--- src/rtl/four_input_nor_gate_b_reg.sv ---
// rtl/four_input_nor_gate_b_reg.sv - registered four-input NOR with g rising-edge counter
//
// Purpose:
//   Two-level network of 2-input NORs, registered. e and f are the partial
//   NORs of (a,b) and (c,d). g is the full four-input NOR. g_rise_cnt is a
//   saturating count of 0->1 transitions of g.
//
// Optional build macro: NOR4_SYNC_EN
//   When defined, a, b, c and d each pass through a 2-flop synchronizer
//   before the NOR network, so input-to-output latency becomes 3 cycles.
//   cnt_clr is never synchronized.
//
// Ports:
//   clk        in   rising-edge system clock
//   rst_n      in   asynchronous active-low reset
//   a, b, c, d in   NOR inputs
//   cnt_clr    in   synchronous clear of g_rise_cnt (wins over a rise)
//   e          out  registered ~(a|b)
//   f          out  registered ~(c|d)
//   g          out  registered ~(a|b|c|d)
//   g_rise_cnt out  saturating count of g rising edges, CNT_W bits

module four_input_nor_gate_b_reg #(
  parameter int CNT_W = 8
) (
  input  logic             clk,
  input  logic             rst_n,
  input  logic             a,
  input  logic             b,
  input  logic             c,
  input  logic             d,
  input  logic             cnt_clr,
  output logic             e,
  output logic             f,
  output logic             g,
  output logic [CNT_W-1:0] g_rise_cnt
);

  localparam logic [CNT_W-1:0] CNT_MAX = '1;
  localparam logic [CNT_W-1:0] CNT_ONE = CNT_W'(1);

  logic a_s;
  logic b_s;
  logic c_s;
  logic d_s;

`ifdef NOR4_SYNC_EN
  // Two flops per input; the network only ever sees the second stage.
  logic [3:0] sync_1;
  logic [3:0] sync_2;

  always_ff @(posedge clk or negedge rst_n) begin
    if (!rst_n) begin
      sync_1 <= '0;
      sync_2 <= '0;
    end else begin
      sync_1 <= {a, b, c, d};
      sync_2 <= sync_1;
    end
  end

  assign {a_s, b_s, c_s, d_s} = sync_2;
`else
  assign a_s = a;
  assign b_s = b;
  assign c_s = c;
  assign d_s = d;
`endif

  logic e_n;
  logic f_n;
  logic g_n;
  logic rise;

  assign e_n  = ~(a_s | b_s);
  assign f_n  = ~(c_s | d_s);
  // Second NOR level: NOR of the inverted partial NORs equals e_n & f_n.
  assign g_n  = ~(~e_n | ~f_n);
  // Compare the upcoming g against the registered one, so the first edge
  // after reset with all inputs low counts as a rise.
  assign rise = g_n & ~g;

  always_ff @(posedge clk or negedge rst_n) begin
    if (!rst_n) begin
      e <= 1'b0;
      f <= 1'b0;
      g <= 1'b0;
    end else begin
      e <= e_n;
      f <= f_n;
      g <= g_n;
    end
  end

  always_ff @(posedge clk or negedge rst_n) begin
    if (!rst_n) begin
      g_rise_cnt <= '0;
    end else if (cnt_clr) begin
      g_rise_cnt <= '0;
    end else if (rise && (g_rise_cnt != CNT_MAX)) begin
      g_rise_cnt <= g_rise_cnt + CNT_ONE;
    end
  end

endmodule

--- config.mk ---
export PLATFORM = sky130hd
export DESIGN_NAME = four_input_nor_gate_b_reg
export DESIGN_NICKNAME = d
export VERILOG_FILES = /design/src/rtl/four_input_nor_gate_b_reg.sv
export SDC_FILE = /design/constraint.sdc
export NUM_CORES = 1
export LEC_CHECK = 0
export BUFFER_PORTS_ARGS = -buffer_cell sky130_fd_sc_hd__buf_2
export CAP_MARGIN = 40
export CORE_MARGIN = 1
export CORE_UTILIZATION = 35
export CTS_BUF_LIST = sky130_fd_sc_hd__clkbuf_8
export CTS_CLUSTER_DIAMETER = 150
export DETAILED_ROUTE_END_ITERATION = 10
export GPL_ROUTABILITY_DRIVEN = 0
export SYNTH_ARGS = -nofsm -noshare
export SYNTH_HDL_FRONTEND = slang
export SYNTH_SLANG_ARGS = --single-unit
--- constraint.sdc ---
create_clock -name clk -period 3.1 [get_ports clk]
set_input_delay 0.31 -clock clk [delete_from_list [all_inputs] [get_ports clk]]
set_output_delay 0.31 -clock clk [all_outputs]
set_load 0.02 [all_outputs]
Yosys cells after proc, flatten, opt, wreduce, memory -nomap -nowiden
Cells that the tools add are included.
{ "op_classes": {"n_bitwise": 8, "reduce_logical": 2, "eq_ne": 1, "muxes": 2, "add_sub_neg": 1} }
{ "ops": {"columns": ["operator", "count"], "rows": [
  ["two-way mux 8 bit", 2],
  ["adder 8 x 1 -> 8 bit, second input constant", 1],
  ["inequality test 8 bit, second input constant", 1],
  ["NOT 1 bit", 4],
  ["OR 1 bit", 3],
  ["nonzero test 2 bit", 1],
  ["AND 1 bit", 1],
  ["logical AND 1 bit", 1]
]} }
{ "word_totals": {"input_bits": 7, "regBits": 11, "wordCells": 18, "output_inout_bits": 11} }

Logic depth before layout (Yosys ltp)
{ "logic_depth": {"ltp_word": 7, "mapped_depth": 6, "ltp_nobuf": 5} }

Worst setup path after synthesis
No wires, ideal clock.
{ "synth_timing": {"path_type": "register to register", "from": "register g_rise_cnt[0]", "to": "register g_rise_cnt[4]", "setup_time_ns": 0.078, "setup_slack_ns": 1.472, "stages_incl_launch_ff": 7, "t_required_ns": 3.022, "path_buffers": 1, "period_less_slack_ns": 1.628, "arrival_ns": 1.550, "cell_sequence": "dfrtp_1 -> ha_1 -> nand3_1 -> o211ai_2 -> buf_6 -> or3_1 -> a21oi_1"} }
{ "synth_via": {"elab_chain_cells": 3, "word_cells_on_any_way": 6, "classes_between": "add/sub: 1; eq/ne: 1; mux: 2; reduce/logical: 2"} }
{ "synth_lines": {"columns": ["element", "line_no", "source"], "rows": [
  ["start: declaration", "36", "output logic [CNT_W-1:0] g_rise_cnt"],
  ["start signal: assignment", "101", "g_rise_cnt <= g_rise_cnt + CNT_ONE;"],
  ["adder 8 x 1 -> 8 bit or inequality test 8 bit (tied branches)", "101, 100", null],
  ["two-way mux 8 bit or logical AND 1 bit (tied branches)", "100", "end else if (rise && (g_rise_cnt != CNT_MAX)) begin"],
  ["two-way mux 8 bit or nonzero test 2 bit (tied branches)", null, null]
]} }
Several ways; a longest one is shown, not always the timed one. The select of a mux whose other input is x is not followed.
A chain may end at the register's enable or synchronous reset.

Worst setup path after layout
{ "layout_timing": {"from": "register g_rise_cnt[0]", "to": "register g_rise_cnt[7]"} }
The elaborated chain is that of the path after synthesis.

==> impl_metrics.ini <==
[status]
status = complete, no violations

[placed_design]
hpwlAfterDp_um = 742
dp_cells = 79
dp_slack_ns = 1.34
placed_area_sq_um = 611
portBuffers = 17

[sta]
slew_viol_final = 0
max_freq_ghz = 0.568
tns_ns = 0
max-slew-margin-rel_pct = 65.7
rsz0062_at_grt = false
finalWorstSetupSlack_ns = 1.34
finalHoldViolCount = 0
hold_ws_ns = 0.262
period_share_pct = 56.8
setup_viol = 0
fin_skew_ns = 0.00132
worstMarginPinSlew_ns = 0.512
fin_crit_ns = 1.76

[worst_setup_path]
worstPathRequired_ns = 3.26
rrSetupSlack_ns = 1.34
startpoint_type = register
r2r_end = g_rise_cnt[7]$_DFFE_PN0P_
rr_worst_depth = 5
r2r-start = g_rise_cnt[0]$_DFFE_PN0P_
critPathArrivalTime_ns = 1.92
crit_start = g_rise_cnt[0]$_DFFE_PN0P_
path_max_fanout = 14
path_class = register to register
crit_path_end_kind = register

[final_layout]
stdcell_area_sq_um = 666
instances_no_fill = 84
drive_above_1_share_pct = 33.3
nets = 78
syn2layout_area_growth_pct = 27.6
utilization_pct = 49.3
diodes = 0

[cts]
cts_setup_buffers = 0
clkTransAtPathRegs_ns = 0.05
htreeDepth = 1
cts_tree = yes
clkLatencyLatePin_ns = 0.23
cts_root_buf = clkbuf_8
numCtsBuffers = 3
clockBufferDepth = 2
clock_sinks = 11

[detailed_routing]
wirelength_um = 990
drtIter0Drc = 7
drtPass1Iterations = 2
ant_nets = 0
vias = 443
avgRoutedWirePerCell_um = 11.8
vias_per_cell = 5.27
route.detailed.drc = 0

[global_routing]
first_global_vias = 437
grt-ovfl-total = 0
grt_max_degree = 15
grt_pass1_wl_mm = 1.77
grt.total_usage_pct = 17.3
antenna_found_initial = 0

[power]
p_comb_share_pct = 6.4
ir_worst_vdd_mv = 0.221
p_per_area_nw_per_um2 = 458
leakage_nw = 0.317
netSwitchingFraction_pct = 21.4
p_sw_mw = 0.0653
power_frac_clock_pct = 45.4
internal-power_mw = 0.240
sequentialPowerShare_pct = 48.2
power_mw = 0.305

[worst_hold_path]
worstHoldPathCells = 2
min-delay-start = c
min_to = f$_DFF_PN0_
hold_class = input pin to register

[floorplan]
die_x_um = 40.6
core_sq_um = 1350
rows = 13
start_util_pct = 38.6
io_pins = 18
die_area_sq_um = 1650
die_h_um = 40.6

[yosys]
seq_area_frac_synth_pct = 52.8
syn_nets = 57
ys_warn_count = 0
synthDistinctLibCells = 19
syn_area_sq_um = 522
synthCells = 49
avgSynthCellArea_sq_um = 10.6
ys_ff_latch = 11

[flow_run]
drv_cap = 0
-- sequential cells by signal, summed over array words and instances (netlist names) --
signal,count
g_rise_cnt,8
e,1
f,1
g,1
-- cell usage in the layout, fill, tap and decap left out --
cell	instances
a21oi_1	6
nor2_1	4
clkbuf_8	3
nand3_1	4
nand2_1	2
ha_1	1
o21ai_0	3
inv_1	3
or3_1	2
o31ai_1	3
xor2_1	1
or4_1	3
nand4_1	1
mux2i_1	1
buf_2	17
o211ai_2	1
dfrtp_1	11
dlygate4sd3_1	1
or3_2	1
nor4_4	1
-- how the worst max path moves through the flow --
stage	end	slack [ns]	cells after the start
after floorplan	g_rise_cnt[4]$_DFFE_PN0P_	1.47	6
after global placement	g_rise_cnt[5]$_DFFE_PN0P_	1.37	5
after detailed placement	g_rise_cnt[7]$_DFFE_PN0P_	1.34	5
after CTS	g_rise_cnt[7]$_DFFE_PN0P_	1.33	5
after global routing	g_rise_cnt[3]$_DFFE_PN0P_	1.18	5
final	g_rise_cnt[7]$_DFFE_PN0P_	1.34	5
-- cells in the mapped netlist --
master	count	area share [%]
nor4_4	1	4.1
xor2_1	1	1.7
nor2_1	4	2.9
or3_1	2	2.4
ha_1	1	2.4
o211ai_2	1	2.4
a21oi_1	6	5.8
inv_1	2	1.4
o21ai_0	3	2.9
or3_2	1	1.4
or4_1	3	4.3
buf_6	1	2.2
buf_1	1	0.72
nand2_1	2	1.4
o31ai_1	3	4.3
nand4_1	1	1.2
mux2i_1	1	1.9
nand3_1	4	3.8
dfrtp_1	11	53
-- cell families after synthesis --
kind of cell    after synthesis  share of synthesized area, %
fa+ha+maj                     1                          2.40
buf+inv                       4                          4.32
xor+xnor                      1                          1.68
compound gates               13                          15.3
simple gates                 18                          21.6
flops                        11                          52.8
mux                           1                          1.92
-- power by group through the flow --
stage | sequential, mW | combinational, mW | clock, mW
3_3_place_gp | 0.149 | 0.0194 | 0
4_1_cts | 0.147 | 0.0201 | 0.144
3_5_place_dp | 0.149 | 0.0192 | 0
5_1_grt | 0.147 | 0.0223 | 0.153
2_1_floorplan | 0.152 | 0.00569 | 0
6_report | 0.147 | 0.0196 | 0.138
-- area by class of cell --
class | instances | area [sq um]
Clock inverter | 1 | 3.75
Tap cell | 15 | 18.8
Fill cell | 130 | 684
Sequential cell | 11 | 275
Multi-Input combinational cell | 34 | 224
Inverter | 2 | 7.51
Clock buffer | 3 | 41.3
Timing Repair Buffer | 18 | 95.1
-- layer usage --
metal	part of all wire (%)	vias to the layer above	track usage (%)
met5	0	-	0
met2	46	14	30.2
met1	47	208	17.5
met4	0.81	0	5.00
li1	-	219	-
met3	5.3	2	9.78
-- critical path, stage by stage (launching register included) --
cell	delay, ns
dfrtp_1	0.41
ha_1	0.25
nand3_1	0.12
o211ai_2	0.23
or4_1	0.53
a21oi_1	0.15
-- timing repair --
| item | in CTS | in global routing |
|---|---|---|
| gates resized for setup | 0 | 0 |
| hold buffers | 1 | 0 |
| hold endpoints to repair | 11 | 0 |
Note: power is estimated with default switching activity, not from simulation.
